`src/rtl/ccd_pattern_tx.sv`:
```
// Test-pattern camera transmitter: byte-serial YCbCr 4:2:2 with frame/line strobes.
// Optional macro CCD_TX_SCROLL_EN makes ramp and checker patterns scroll one pixel per frame.
module ccd_pattern_tx #(
    parameter int H_ACTIVE    = 640,
    parameter int H_BLANK     = 288,
    parameter int V_ACTIVE    = 480,
    parameter int VSYNC_LINES = 3,
    parameter int V_BACK      = 17,
    parameter int V_FRONT     = 10
) (
    input  logic        iCLK,
    input  logic        iRST,
    input  logic        iSTART,
    input  logic        iEND,
    input  logic [1:0]  iMODE,
    input  logic [23:0] iCOLOR,
    output logic [7:0]  oDATA,
    output logic        oFVAL,
    output logic        oLVAL,
    output logic [31:0] oFrame_Cont,
    output logic        oBUSY
);

    localparam logic [15:0] ACT_BYTES = 16'(2 * H_ACTIVE);
    localparam logic [15:0] LP_LAST   = 16'(2 * H_ACTIVE + H_BLANK - 1);
    localparam logic [15:0] VS_LAST   = 16'(VSYNC_LINES - 1);
    localparam logic [15:0] VB_LAST   = 16'(V_BACK - 1);
    localparam logic [15:0] VA_LAST   = 16'(V_ACTIVE - 1);
    localparam logic [15:0] VF_LAST   = 16'(V_FRONT - 1);
    localparam logic [15:0] BAR_W     = 16'((H_ACTIVE / 8 > 0) ? H_ACTIVE / 8 : 1);

    typedef enum logic [2:0] {
        IDLE,
        VSYNC,
        VBACK,
        ACTIVE,
        VFRONT
    } state_t;

    state_t      state, state_n;
    logic [15:0] hcnt, hcnt_n;
    logic [15:0] vcnt, vcnt_n;
    logic [15:0] last_line;
    logic        stop;
    logic [1:0]  mode;
    logic [23:0] color;
    logic [7:0]  data;
    logic        fval, lval, busy;
    logic [31:0] frame_cnt;

    logic        fval_n, lval_n, busy_n;
    logic [7:0]  data_n;
    logic [15:0] pix;
    logic [7:0]  spix;
    logic [15:0] bar_raw;
    logic [2:0]  bar;
    logic [23:0] ycc;
    logic [7:0]  pix_byte;

    function automatic logic [23:0] bar_color(input logic [2:0] idx);
        case (idx)
            3'd0:    return 24'hEB8080;
            3'd1:    return 24'hD21092;
            3'd2:    return 24'hAAA610;
            3'd3:    return 24'h913622;
            3'd4:    return 24'h6ACADE;
            3'd5:    return 24'h515AF0;
            3'd6:    return 24'h29F06E;
            default: return 24'h108080;
        endcase
    endfunction

    always_comb begin
        state_n   = state;
        hcnt_n    = hcnt;
        vcnt_n    = vcnt;
        last_line = '0;
        case (state)
            VSYNC:   last_line = VS_LAST;
            VBACK:   last_line = VB_LAST;
            ACTIVE:  last_line = VA_LAST;
            VFRONT:  last_line = VF_LAST;
            default: last_line = '0;
        endcase

        if (state == IDLE) begin
            if (iSTART && !iEND) begin
                state_n = VSYNC;
                hcnt_n  = '0;
                vcnt_n  = '0;
            end
        end else if (hcnt != LP_LAST) begin
            hcnt_n = hcnt + 16'd1;
        end else begin
            hcnt_n = '0;
            if (vcnt != last_line) begin
                vcnt_n = vcnt + 16'd1;
            end else begin
                vcnt_n = '0;
                case (state)
                    VSYNC:   state_n = VBACK;
                    VBACK:   state_n = ACTIVE;
                    ACTIVE:  state_n = VFRONT;
                    VFRONT:  state_n = (stop || iEND) ? IDLE : VSYNC;
                    default: state_n = IDLE;
                endcase
            end
        end
    end

    // Outputs are derived from the next counters so the registered strobes and
    // data line up exactly with the state they describe.
    always_comb begin
        pix = hcnt_n[0] ? {1'b0, hcnt_n[15:1]} : {1'b0, hcnt_n[15:2], 1'b0};
`ifdef CCD_TX_SCROLL_EN
        spix = pix[7:0] + frame_cnt[7:0];
`else
        spix = pix[7:0];
`endif
        bar_raw = pix / BAR_W;
        bar     = (bar_raw > 16'd7) ? 3'd7 : bar_raw[2:0];

        case (mode)
            2'd0:    ycc = bar_color(bar);
            2'd1:    ycc = {spix, 8'h80, 8'h80};
            2'd2:    ycc = color;
            default: ycc = {((spix[5] ^ vcnt_n[5]) ? 8'hEB : 8'h10), 8'h80, 8'h80};
        endcase

        case (hcnt_n[1:0])
            2'd0:    pix_byte = ycc[15:8];
            2'd2:    pix_byte = ycc[7:0];
            default: pix_byte = ycc[23:16];
        endcase

        fval_n = (state_n == VSYNC);
        busy_n = (state_n != IDLE);
        lval_n = (state_n == ACTIVE) && (hcnt_n < ACT_BYTES);
        data_n = lval_n ? pix_byte : '0;
    end

    always_ff @(posedge iCLK) begin
        if (iRST) begin
            state     <= IDLE;
            hcnt      <= '0;
            vcnt      <= '0;
            stop      <= 1'b0;
            mode      <= '0;
            color     <= '0;
            data      <= '0;
            fval      <= 1'b0;
            lval      <= 1'b0;
            busy      <= 1'b0;
            frame_cnt <= '0;
        end else begin
            state <= state_n;
            hcnt  <= hcnt_n;
            vcnt  <= vcnt_n;
            if (state_n == IDLE) begin
                stop <= 1'b0;
            end else if (iEND) begin
                stop <= 1'b1;
            end
            if (state_n == VSYNC && state != VSYNC) begin
                mode  <= iMODE;
                color <= iCOLOR;
            end
            data <= data_n;
            fval <= fval_n;
            lval <= lval_n;
            busy <= busy_n;
            if (fval && !fval_n) begin
                frame_cnt <= frame_cnt + 32'd1;
            end
        end
    end

    assign oDATA       = data;
    assign oFVAL       = fval;
    assign oLVAL       = lval;
    assign oBUSY       = busy;
    assign oFrame_Cont = frame_cnt;

endmodule

```
`config.mk`:
```
export PLATFORM = sky130hd
export DESIGN_NAME = ccd_pattern_tx
export DESIGN_NICKNAME = d
export VERILOG_FILES = /design/src/rtl/ccd_pattern_tx.sv
export SDC_FILE = /design/constraint.sdc
export NUM_CORES = 1
export LEC_CHECK = 0
export BUFFER_PORTS_ARGS = -buffer_cell sky130_fd_sc_hd__buf_2
export CORE_MARGIN = 10
export CORE_UTILIZATION = 43
export CTS_BUF_LIST = sky130_fd_sc_hd__clkbuf_8 sky130_fd_sc_hd__clkbuf_16
export DETAILED_ROUTE_END_ITERATION = 10
export PLACE_DENSITY = 0.72
export SLEW_MARGIN = 20
export SYNTH_ARGS = -nofsm -noshare
export SYNTH_HDL_FRONTEND = slang
export SYNTH_SLANG_ARGS = --single-unit
```
`constraint.sdc`:
```
create_clock -name iCLK -period 6.34 [get_ports iCLK]
set_input_delay 0.634 -clock iCLK [delete_from_list [all_inputs] [get_ports iCLK]]
set_output_delay 0.634 -clock iCLK [all_outputs]
set_load 0.05 [all_outputs]
```
# Word level (Yosys, flattened, before mapping)

Cells that the tools add are included.

Add/sub/neg operators: 3
$mul: 0
Div/mod/pow operators: 1
$lt $le $gt $ge: 2
Equality and inequality tests: 20
Shift-type cells: 0
Mux-type cells: 20
Bitwise gates (word level): 2
Reductions and logical operators: 16

Operators by type and width:

| operator                                                                       | count |
|---|---|
| 24-bit one-hot mux with 7 select lines                                         | 1 |
| 16-bit two-way mux                                                             | 7 |
| 24-bit one-hot mux with 3 select lines                                         | 1 |
| 9-bit one-hot mux with 4 select lines                                          | 1 |
| 16-bit by 1-bit adder with 16-bit output, second input constant                | 2 |
| 32-bit by 1-bit adder with 32-bit output, second input constant                | 1 |
| 16-bit by 7-bit divider with 16-bit output, second input constant              | 1 |
| 16-bit by 3-bit > comparator with 1-bit output, second input constant          | 1 |
| 16-bit by 11-bit less-than comparator with 1-bit output, second input constant | 1 |
| 16-bit by 11-bit != test with 1-bit output, second input constant              | 1 |
| 16-bit != test                                                                 | 1 |
| 8-bit one-hot mux with 2 select lines                                          | 1 |
| 3-bit by 2-bit equality test with 1-bit output, second input constant          | 5 |
| 3-bit two-way mux                                                              | 5 |
| 3-bit equality test, second input constant                                     | 4 |
| 3-bit one-hot mux with 4 select lines                                          | 1 |
| 3-bit by 1-bit equality test with 1-bit output, second input constant          | 3 |
| 3-bit logical NOT                                                              | 3 |
| 8-bit two-way mux                                                              | 1 |
| 2-bit equality test, second input constant                                     | 2 |
| 1-bit logical AND                                                              | 4 |
| 2-bit logical NOT                                                              | 2 |
| 2-bit OR reduction                                                             | 2 |
| 3-bit by 1-bit != test with 1-bit output, second input constant                | 1 |
| other kinds (10)                                                               | 12 |

Register bits: 105
Bits in latches: 0
Bits in writable memories: 0
Memory bits (read-only): 0
Output and inout bits: 43
Memories kept: 0

# Depth between registers and ports, before layout

Gate-level depths: netlist (run 1).

Depth after elaboration: 12
Gate-level depth with buffers: 22
Depth with buffers taken out: 19

# Worst setup path after synthesis (run 1)

No wires, ideal clock.

Kind: reg-to-reg
Start point: register hcnt[0]
End point: register data[0], in the netlist oDATA[0]
Arrival time: 4.888 ns
Path slack: 1.321 ns
Stages on the path, launching flop included: 17
Period minus slack after synthesis: 5.019 ns
Cell sequence: dfxtp_1 > ha_1 > nand3_4 > or4_4 > and4_1 > a211oi_2 > mux2_2 > a221oi_2 > o32ai_1 > a2111oi_2 > o22ai_2 > or2_1 > a211oi_2 > fa_1 > a222oi_1 > a211o_1 > a31oi_1

Word-level cells in the longest chain between the ends: 11

RTL lines:

| element                                                                                                | RTL line | RTL |
|---|---|---|
| start, declared                                                                                        | 41       | `logic [15:0] hcnt, hcnt_n;` |
| start signal, assigned                                                                                 | 157      | `hcnt <= hcnt_n;` |
| 16-bit by 1-bit adder with 16-bit output or 16-bit by 11-bit != test with 1-bit output (tied branches) | 93, 92   |  |
| 16-bit two-way mux                                                                                     | 92       | `end else if (hcnt != LP_LAST) begin` |
| 16-bit two-way mux                                                                                     | 86       | `if (state == IDLE) begin` |
| 1-bit two-way mux                                                                                      | 114      | `pix = hcnt_n[0] ? {1'b0, hcnt_n[15:1]} : {1'b0, hcnt_n[15:2], 1'b0};` |
| 16-bit by 7-bit divider with 16-bit output                                                             | 120      | `bar_raw = pix / BAR_W;` |
| 16-bit by 3-bit > comparator with 1-bit output                                                         | 121      | `bar = (bar_raw > 16'd7) ? 3'd7 : bar_raw[2:0];` |
| 3-bit two-way mux                                                                                      | 121      |  |
| 3-bit equality test (tied with other cells)                                                            | 61       | `case (idx)` |
| 24-bit one-hot mux with 7 select lines                                                                 | 61       |  |
| 24-bit one-hot mux with 3 select lines                                                                 | 123      | `case (mode)` |
| 8-bit one-hot mux with 2 select lines                                                                  | 130      | `case (hcnt_n[1:0])` |
| end signal, assigned                                                                                   | 168      | `data <= data_n;` |
| end, declared                                                                                          | 47       | `logic [7:0] data;` |

Several ways; a longest one is shown, not always the timed one. The select of a mux whose other input is x is not followed.
A chain may end at the register's enable or synchronous reset.

# Worst setup path in the final report (run 1)

Ends and elaborated chain as after synthesis.

==> run_results.csv, run 1 <==
group,metric,value,unit
status,status,"completed",
grt,track_usage,16.3,%
yosys,synthArstFlopShare,0,%
sta,setup_tns,0,ns
layout,fill_cells,1431,
worst_setup_path,cp-end-kind,"register",
layout,postLayoutCellArea,0.00714,mm²
routing,drt_iter0_markers,678,
clock_network,clockRootBuffer,"clkbuf_16",
clock_network,cts_tree,"done",
sta,finalCriticalPeriod,5.87,ns
yosys,synth_cell_types,86,
hold_path,hold_path.class,"reg -> reg",
power,p_total,0.00132,W
yosys,synth_nets,858,
worst_setup_path,worstPathArrival,6.09,ns
floorplanning,core_region_area,0.0145,mm²
clock_network,clock_latency,0.35,ns
place,io_buffer_count,72,
worst_setup_path,path_max_fanout,11,
yosys,syn_inst,824,
sta,clock.fmax,0.170,GHz
worst_setup_path,start_kind,"register",
yosys,synth_edf_count,0,
place,place.gp.congestion,0.927,
sta,relSlewSlack,33.8,%
layout,nNetsFinal,906,
power,power.leakage,2.62,nW
sta,hold_viol_final,0,
layout,fin_util,49.3,%
floorplanning,start_util,43.9,%
sta,drv_slew,0,
routing,wl_per_cell,15.7,µm
clock_network,clock-sinks,105,
yosys,yosysTopAreaCell,"dfxtp_1",
worst_setup_path,path_class,"reg -> reg",
routing,routed_wl,16.7,mm
floorplanning,rows,44,
layout,drive_gt1_share,16.0,%
sta,tightest_slew,0.993,ns
power,power_density,185,mW/mm²
grt,first_global_vias,5724,
yosys,synth_common_cells,"nand2_1 (118), dfxtp_1 (105), nor2_1 (93), a21oi_1 (60), o21ai_0 (34)",
routing,ant_nets,0,
routing,vias,6292,
grt,grt_pass1_wl,28.0,mm
grt,grt_overflow_total,0,
sta,setup_viol,0,
yosys,syn-cell-area,0.00635,mm²
place,place_area,0.00683,mm²
yosys,yosysWarnings,0,
clock_network,cts_made_buffers,9,
layout,area_delta_synth_final,12.4,%
place,place_hpwl,12.3,mm
worst_setup_path,required,6.56,ns
grt,antenna_found_initial,0,
layout,num_antenna_cells,0,
yosys,synth.top_cell.area_share,33.1,%
sta,finalCritPeriodShare,92.6,%
sta,worst_clock_skew,0.00658,ns
routing,drc,0,
routing,drt_pass1_iterations,5,
clock_network,clk_path_buf_depth,2,
floorplanning,dieArea,0.0200,mm²
sta,fin_ws,0.472,ns
grt,grt_max_degree,85,
clock_network,clk_pin_slew,0.07,ns
yosys,synth_flop_cell,"dfxtp_1",
yosys,synth.area.top_cells,"dfxtp_1 (33%), nand2_1 (7.0%), nor2_1 (5.5%), a21oi_1 (4.7%), xor2_1 (3.9%)",
yosys,synth.avg_cell_area,7.71,µm²
floorplanning,die_x,142,µm
clock_network,hold_buffers,0,
yosys,synth_seq_cells,105,
run,drv_cap,0,
floorplanning,ios,73,
yosys,yosysSeqAreaShare,33.1,%
routing,vias_per_cell,5.93,
floorplanning,die_h,142,µm
clock_network,htree_levels,3,
sta,rsz0062_at_grt,"false",
power,peakVddDrop,0.158,mV
yosys,yosysMostFrequentCell,"nand2_1",
place,place_ws,0.494,ns
## logic make-up (layout without fill, tap and decap cells)
kind of cell,count (synthesis),count (layout),share of synthesized area [%]
adder cells (fa/ha/maj),4,4,0.906
AND/OR/NAND/NOR,385,385,30.3
XOR/XNOR,48,48,6.62
AO/OA/AOI/OAI,218,218,24.5
buffers and inverters,58,111,3.64
flip-flops,105,105,33.1
multiplexers,6,6,0.965
## what timing repair did
item | CTS | global route
gates resized for setup | 0 | 2
buffers inserted | 0 | 0
endpoints found under the setup margin | 0 | 1
## sequential cells by signal, indices dropped and copies added (netlist names)
| signal | cells |
|---|---|
| oFrame_Cont | 32 |
| color | 24 |
| hcnt | 16 |
| vcnt | 16 |
| oDATA | 8 |
| state | 3 |
| mode | 2 |
| oBUSY | 1 |
| oFVAL | 1 |
| oLVAL | 1 |
| stop | 1 |
## routing by layer
metal  wire, µm  track usage, %  up-vias  part of all wire [%]
met5          0               0        -                     0
met4        367            7.21        0                   2.2
met3       1350            2.97       30                   8.1
met2       7280            23.9      252                    44
met1       7690            22.7     2896                    46
li1           -               -     3114                     -
## critical path, stage by stage, from the launching register on
cell and delay [ns]:
dfxtp_1 0.44, ha_1 0.29, nor4b_1 0.34, nand4_1 0.48, a31oi_1 0.37, a31o_1 0.44
nor2_1 0.15, mux2_2 0.34, a221oi_2 0.47, o32ai_1 0.17, a2111oi_2 0.39, o22ai_2 0.16
or2_1 0.32, a211oi_2 0.42, fa_1 0.50, a222oi_1 0.25, a211o_1 0.14, a31oi_1 0.07
## final cells by class
type | count | area (µm²) | share of cell area (%)
timing repair buffer | 80 | 420 | 5.89
sequential | 105 | 2100 | 29.4
tap | 184 | 230 | 3.22
multi-input combinational | 661 | 4040 | 56.6
inverter | 15 | 56.3 | 0.788
clock inverter | 7 | 66.3 | 0.929
clock buffer | 9 | 225 | 3.15
## worst paths after layout
kind / startpoint / end / slack [ns] / cells after the start
max reg2reg: hcnt[0] / oDATA[0] / 0.47 / 17
max: hcnt[0] / oDATA[0] / 0.47 / 17
min: color[1] / color[1] / 0.46 / 2
min reg2reg: color[1] / color[1] / 0.46 / 2
## cells in the final DEF (no fill, tap or decap), types with 4 or more instances in the layout
cell type	count
nand2_1	117
dfxtp_1	105
nor2_1	93
buf_2	72
a21oi_1	60
o21ai_0	34
nand3_1	30
xor2_1	28
xnor2_1	20
nand4_1	19
and3_1	17
nor3_1	15
inv_1	15
nor4_1	14
or3_1	14
a31oi_1	14
and2_1	12
nand2b_1	11
o21a_1	9
clkbuf_16	9
a211oi_1	8
buf_4	8
nor2b_1	7
o21ai_1	7
o21ai_2	6
a21o_1	5
a22oi_1	5
o31ai_1	5
mux2i_1	5
and4_1	4
a41oi_1	4
a22o_1	4
## per-stage QoR
stage	hold WS [ns]	std cells
5_1_grt	0.470	1061
2_1_floorplan	0.432	824
3_5_place_dp	0.447	1045
3_3_place_gp	0.444	1045
4_1_cts	0.458	1061
6_report	0.459	1061
## power breakdown
group | internal [W] | switching (W)
logic | 0.0000336 | 0.0000687
registers | 0.000670 | 0.0000104
clock network | 0.000275 | 0.000265
total | 0.000978 | 0.000344
No activity file was read; power rests on OpenSTA's default activity.
==> inputs of run 2 (changes only) <==
BUFFER_PORTS_ARGS = unset   (was -buffer_cell sky130_fd_sc_hd__buf_2)
DONT_BUFFER_PORTS = 1   (was unset)
PLACE_DENSITY = 0.68   (was 0.72)
==> run_results.csv, run 2 (same netlist as run 1, synthesis figures left out) <==
group,metric,value,unit
run,drv_cap,0,
sta,relSlewSlack,27.4,%
routing,drt_iter0_markers,642,
worst_setup_path,cp-end-kind,"register",
status,status,"completed",
layout,stdcell_count,993,
sta,setup_tns,0,ns
clock_network,clk_path_buf_depth,2,
worst_setup_path,cp_slowest_stage_delay,0.56,ns
routing,highest_layer,"met4",
sta,hold_viol_final,0,
clock_network,clk_pin_slew,0.07,ns
power,p_seq_share,52.3,%
layout,area_delta_synth_final,7.25,%
sta,drv_slew,0,
grt,antenna_found_initial,0,
floorplanning,dieArea,0.0200,mm²
grt,first_global_vias,5475,
routing,vias,6006,
power,power.switching,0.000330,W
layout,most-common-layout-cells,"nand2_1 (117), dfxtp_1 (105), nor2_1 (93), a21oi_1 (60), o21ai_0 (34)",
sta,tightest_slew,1.08,ns
worst_setup_path,crit_top_cell,"a211oi_2",
worst_setup_path,start_kind,"register",
worst_setup_path,worstPathArrival,6.02,ns
worst_setup_path,cp_cell_sequence,"ha_1 > nor4b_1 > nand4_1 > buf_4 > and4_1 > a211oi_2 > mux2_2 > a221oi_2 > o32ai_1 > a2111oi_2 > o22ai_2 > or2_1 > a211oi_2 > fa_1 > a222oi_1 > a211o_1 > a31oi_1",
power,p_total,0.00131,W
floorplanning,core_region_area,0.0145,mm²
power,power.leakage,2.28,nW
layout,drive_gt1_share,8.78,%
sta,finalCritPeriodShare,91.6,%
worst_setup_path,crit_slowest_cell,"a211oi_2",
clock_network,cts_tree,"done",
worst_setup_path,path_max_fanout,10,
layout,num_antenna_cells,0,
worst_setup_path,required,6.55,ns
power,p_clk_share,41.8,%
place,place_area,0.00648,mm²
floorplanning,ios,73,
clock_network,clock_latency,0.34,ns
sta,worst_clock_skew,0.00932,ns
routing,wl_met1,7.52,mm
sta,rsz0062_at_grt,"false",
floorplanning,die_h,142,µm
routing,drt_pass1_iterations,5,
routing,vias_per_cell,6.05,
power,power_density,193,mW/mm²
worst_setup_path,r2r_setup_slack,0.53,ns
place,io_buffer_count,0,
grt,grt_overflow_total,0,
sta,hold_slack,0.365,ns
power,swShare,25.2,%
sta,finalCriticalPeriod,5.81,ns
sta,setup_viol,0,
floorplanning,rows,44,
power,internal_power,0.000982,W
clock_network,clock-sinks,105,
place,place_hpwl,12.3,mm
power,power_frac_comb,5.8,%
routing,routed-wl-met3,1.62,mm
clock_network,cts_made_buffers,9,
routing,drc,0,
place,dp.cells,974,
routing,ant_nets,0,
clock_network,clockRootBuffer,"clkbuf_16",
layout,nNetsFinal,838,
routing,routed_wl,16.9,mm
grt,grt_pass1_wl,28.2,mm
worst_setup_path,cp.buffers_inverters,1,
power,peakVddDrop,0.150,mV
sta,clock.fmax,0.172,GHz
routing,wl_per_cell,17.0,µm
floorplanning,die_x,142,µm
worst_setup_path,path_class,"reg -> reg",
floorplanning,start_util,43.9,%
grt,grt_max_degree,85,
layout,largest_reg_flops,32,
routing,wl_met2,7.59,mm
place,place.gp.congestion,0.916,
clock_network,htree_levels,3,
layout,final_common_cell,"nand2_1",
worst_setup_path,cp_top_family,"compound AO/OA/AOI/OAI gates",
layout,postLayoutCellArea,0.00681,mm²
hold_path,hold_path.class,"in -> reg",
grt,track_usage,16.4,%
[run 2: cell types whose count changed in the layout (fill, tap and decap cells not counted)]
cell      delta
a211oi_2     +1
a211oi_4     -1
buf_2       -72
buf_4        +4
clkbuf_8     +1
clkinv_2     -1
nor4_1       +1
nor4_2       -1
o21ai_2      -1
o21ai_4      +1
[run 2: layout make-up]
type	instances	area, µm²
Fill cell	1431	7660
Multi-Input combinational cell	661	4040
Sequential cell	105	2100
Clock buffer	10	239
Tap cell	184	230
Timing Repair Buffer	12	90.1
Clock inverter	6	61.3
Inverter	15	56.3
[run 2: power by group through the flow]
stage               sequential [W]  clock, W  combinational [W]
floorplan                 0.000696         0          0.0000664
finish                    0.000686  0.000549          0.0000767
global route              0.000688  0.000587          0.0000856
detailed placement        0.000702         0          0.0000746
CTS                       0.000686  0.000561          0.0000754
global placement          0.000701         0          0.0000746
[run 2: routing by layer]
metal	vias up	track usage [%]
met2	234	25.0
met1	2787	22.2
li1	2966	-
met5	-	0
met3	19	4.91
met4	0	4.03
[run 2: worst register-to-register path: cells and delay by family, from the launching register on]
| family | cells | cell delay [ns] |
|---|---|---|
| and+or+nand+nor | 4 | 1.11 |
| muxes | 1 | 0.43 |
| adders and majority gates | 2 | 0.79 |
| buffers and inverters | 1 | 0.22 |
| DFF | 1 | 0.43 |
| AOI/OAI and AO/OA | 9 | 2.69 |
[run 2: worst paths after layout]
kind | end | cells after the start | startpoint
worst min register to register | color[6] | 2 | color[6]
worst max register to register | oDATA[0] | 17 | hcnt[0]
worst max-delay path | oDATA[0] | 17 | hcnt[0]
worst min-delay path | vcnt[11] | 1 | iRST
[run 2: repair_timing]
action	CTS	global route
resized for setup	0	2
hold buffers	0	0
buffers inserted	0	3
setup endpoints to repair	0	2
[run 2: metrics by stage]
step,utilization (%),setup WS (ns)
2_1_floorplan,-,1.32
4_1_cts,46.8,0.338
5_1_grt,47.1,0.0825
3_5_place_dp,44.8,0.381
6_report,47.1,0.533
3_3_place_gp,44.8,0.517
==> inputs of run 3 (changes only) <==
==> constraint.sdc (replaced) <==
create_clock -name iCLK -period 6.34 [get_ports iCLK]
set_input_delay 1.268 -clock iCLK [delete_from_list [all_inputs] [get_ports iCLK]]
set_output_delay 1.268 -clock iCLK [all_outputs]
set_load 0.1 [all_outputs]
==> run_results.csv, run 3 (same netlist as run 1, synthesis figures left out) <==
group,metric,value,unit
grt,track_usage,17.0,%
place,place_ws,0.617,ns
sta,finalCriticalPeriod,5.78,ns
layout,nNetsFinal,839,
grt,grt_max_degree,85,
routing,wl_per_cell,17.3,µm
sta,hold_viol_final,0,
worst_setup_path,path_max_fanout,11,
worst_setup_path,cp-end-kind,"register",
floorplanning,rows,44,
power,power.leakage,2.31,nW
grt,grt_overflow_total,0,
routing,vias,6026,
floorplanning,ios,73,
place,io_buffer_count,0,
layout,largest_reg_flops,32,
clock_network,clk_pin_slew,0.07,ns
sta,setup_tns,0,ns
floorplanning,start_util,43.9,%
layout,most-common-layout-cells,"nand2_1 (117), dfxtp_1 (105), nor2_1 (93), a21oi_1 (60), o21ai_0 (34)",
clock_network,clockRootBuffer,"clkbuf_16",
routing,vias_per_cell,6.06,
routing,drt_pass1_iterations,5,
routing,drc,0,
worst_setup_path,worstPathArrival,6.01,ns
layout,area_delta_synth_final,8.03,%
sta,relSlewSlack,23.3,%
layout,multi_input_area,0.00404,mm²
worst_setup_path,start_kind,"register",
routing,ant_nets,0,
floorplanning,die_x,142,µm
power,power_density,203,mW/mm²
clock_network,cts_tree,"done",
layout,drive_gt1_share,9.14,%
sta,tightest_slew,1.15,ns
grt,first_global_vias,5582,
sta,drv_slew,0,
layout,num_antenna_cells,0,
layout,postLayoutCellArea,0.00686,mm²
sta,hold_slack,0.459,ns
floorplanning,core_region_area,0.0145,mm²
sta,rsz0062_at_grt,"false",
worst_setup_path,required,6.56,ns
layout,final_common_cell,"nand2_1",
floorplanning,dieArea,0.0200,mm²
sta,clock.fmax,0.173,GHz
layout,fill_cells,1397,
sta,setup_viol,0,
hold_path,hold_path.class,"reg -> reg",
clock_network,cts_made_buffers,9,
routing,drt_iter0_markers,506,
power,peakVddDrop,0.130,mV
clock_network,clock-sinks,105,
status,status,"completed",
place,place.gp.congestion,0.926,
sta,worst_clock_skew,0.00912,ns
clock_network,clock_latency,0.36,ns
run,drv_cap,0,
grt,grt_pass1_wl,28.9,mm
place,place_hpwl,12.5,mm
floorplanning,die_h,142,µm
grt,antenna_found_initial,0,
power,p_total,0.00139,W
routing,routed_wl,17.2,mm
clock_network,htree_levels,3,
sta,fin_ws,0.556,ns
clock_network,post_cts_buffers,0,
worst_setup_path,path_class,"reg -> reg",
place,place_area,0.00652,mm²
sta,finalCritPeriodShare,91.2,%
clock_network,clk_path_buf_depth,2,
layout,regArea,0.00210,mm²
-- run 3: cell types whose count changed in the layout (fill, tap and decap cells not counted), sizes merged --
cell	previous run	this run
clkbuf	10	9
buf	12	13
clkinv	3	2
bufinv	0	2
-- run 3: path summary, 6_finish.rpt --
path,slack (ns),cells past startpoint,start,endpoint
hold / removal,0.46,2,color[13],color[13]
setup / recovery,0.56,17,hcnt[0],oDATA[0]
hold reg to reg,0.46,2,color[13],color[13]
setup reg to reg,0.56,17,hcnt[0],oDATA[0]
-- run 3: stage by stage --
step | util [%] | std cells
final | 47.4 | 994
after global routing | 47.4 | 994
after CTS | 47.3 | 994
after detailed placement | 45.0 | 978
after global placement | 45.0 | 978
after floorplan | - | 824
-- run 3: where the power goes --
group	switching, W	total [W]	internal (W)
combinational	0.0000509	0.0000775	0.0000266
sequential	0.0000228	0.000692	0.000670
clock	0.000269	0.000623	0.000354
total	0.000342	0.00139	0.00105
-- run 3: critical path: stages (launching register included) --
cell and delay, ns:
dfxtp_1 0.44, ha_1 0.27, nor4b_1 0.31, nand4_1 0.45
a31oi_1 0.37, a31o_1 0.42, nor2_1 0.17, mux2_2 0.31
a221oi_2 0.47, o32ai_1 0.17, a2111oi_2 0.40, o22ai_2 0.18
or2_1 0.32, a211oi_2 0.40, fa_1 0.49, a222oi_1 0.26
a211o_1 0.14, a31oi_1 0.07
-- run 3: per-layer routing --
layer	vias up	routed length (µm)	GRT usage, %
li1	2974	-	-
met1	2823	7910	22.4
met2	209	7690	26.1
met3	20	1370	4.67
met4	0	278	5.81
met5	-	0	0
-- run 3: final cells by class --
type / instances / area share [%]
clock buffers: 9 / 3.28
clock inverters: 7 / 1.64
inverters: 15 / 0.820
multi-input cells: 661 / 58.9
flip-flops and latches: 105 / 30.6
well taps: 184 / 3.35
repair buffers: 13 / 1.42
-- run 3: what timing repair did --
item	CTS	global route
setup endpoints to repair	0	1
resized for setup	0	2
hold buffers	0	0
hold endpoints to repair	0	0
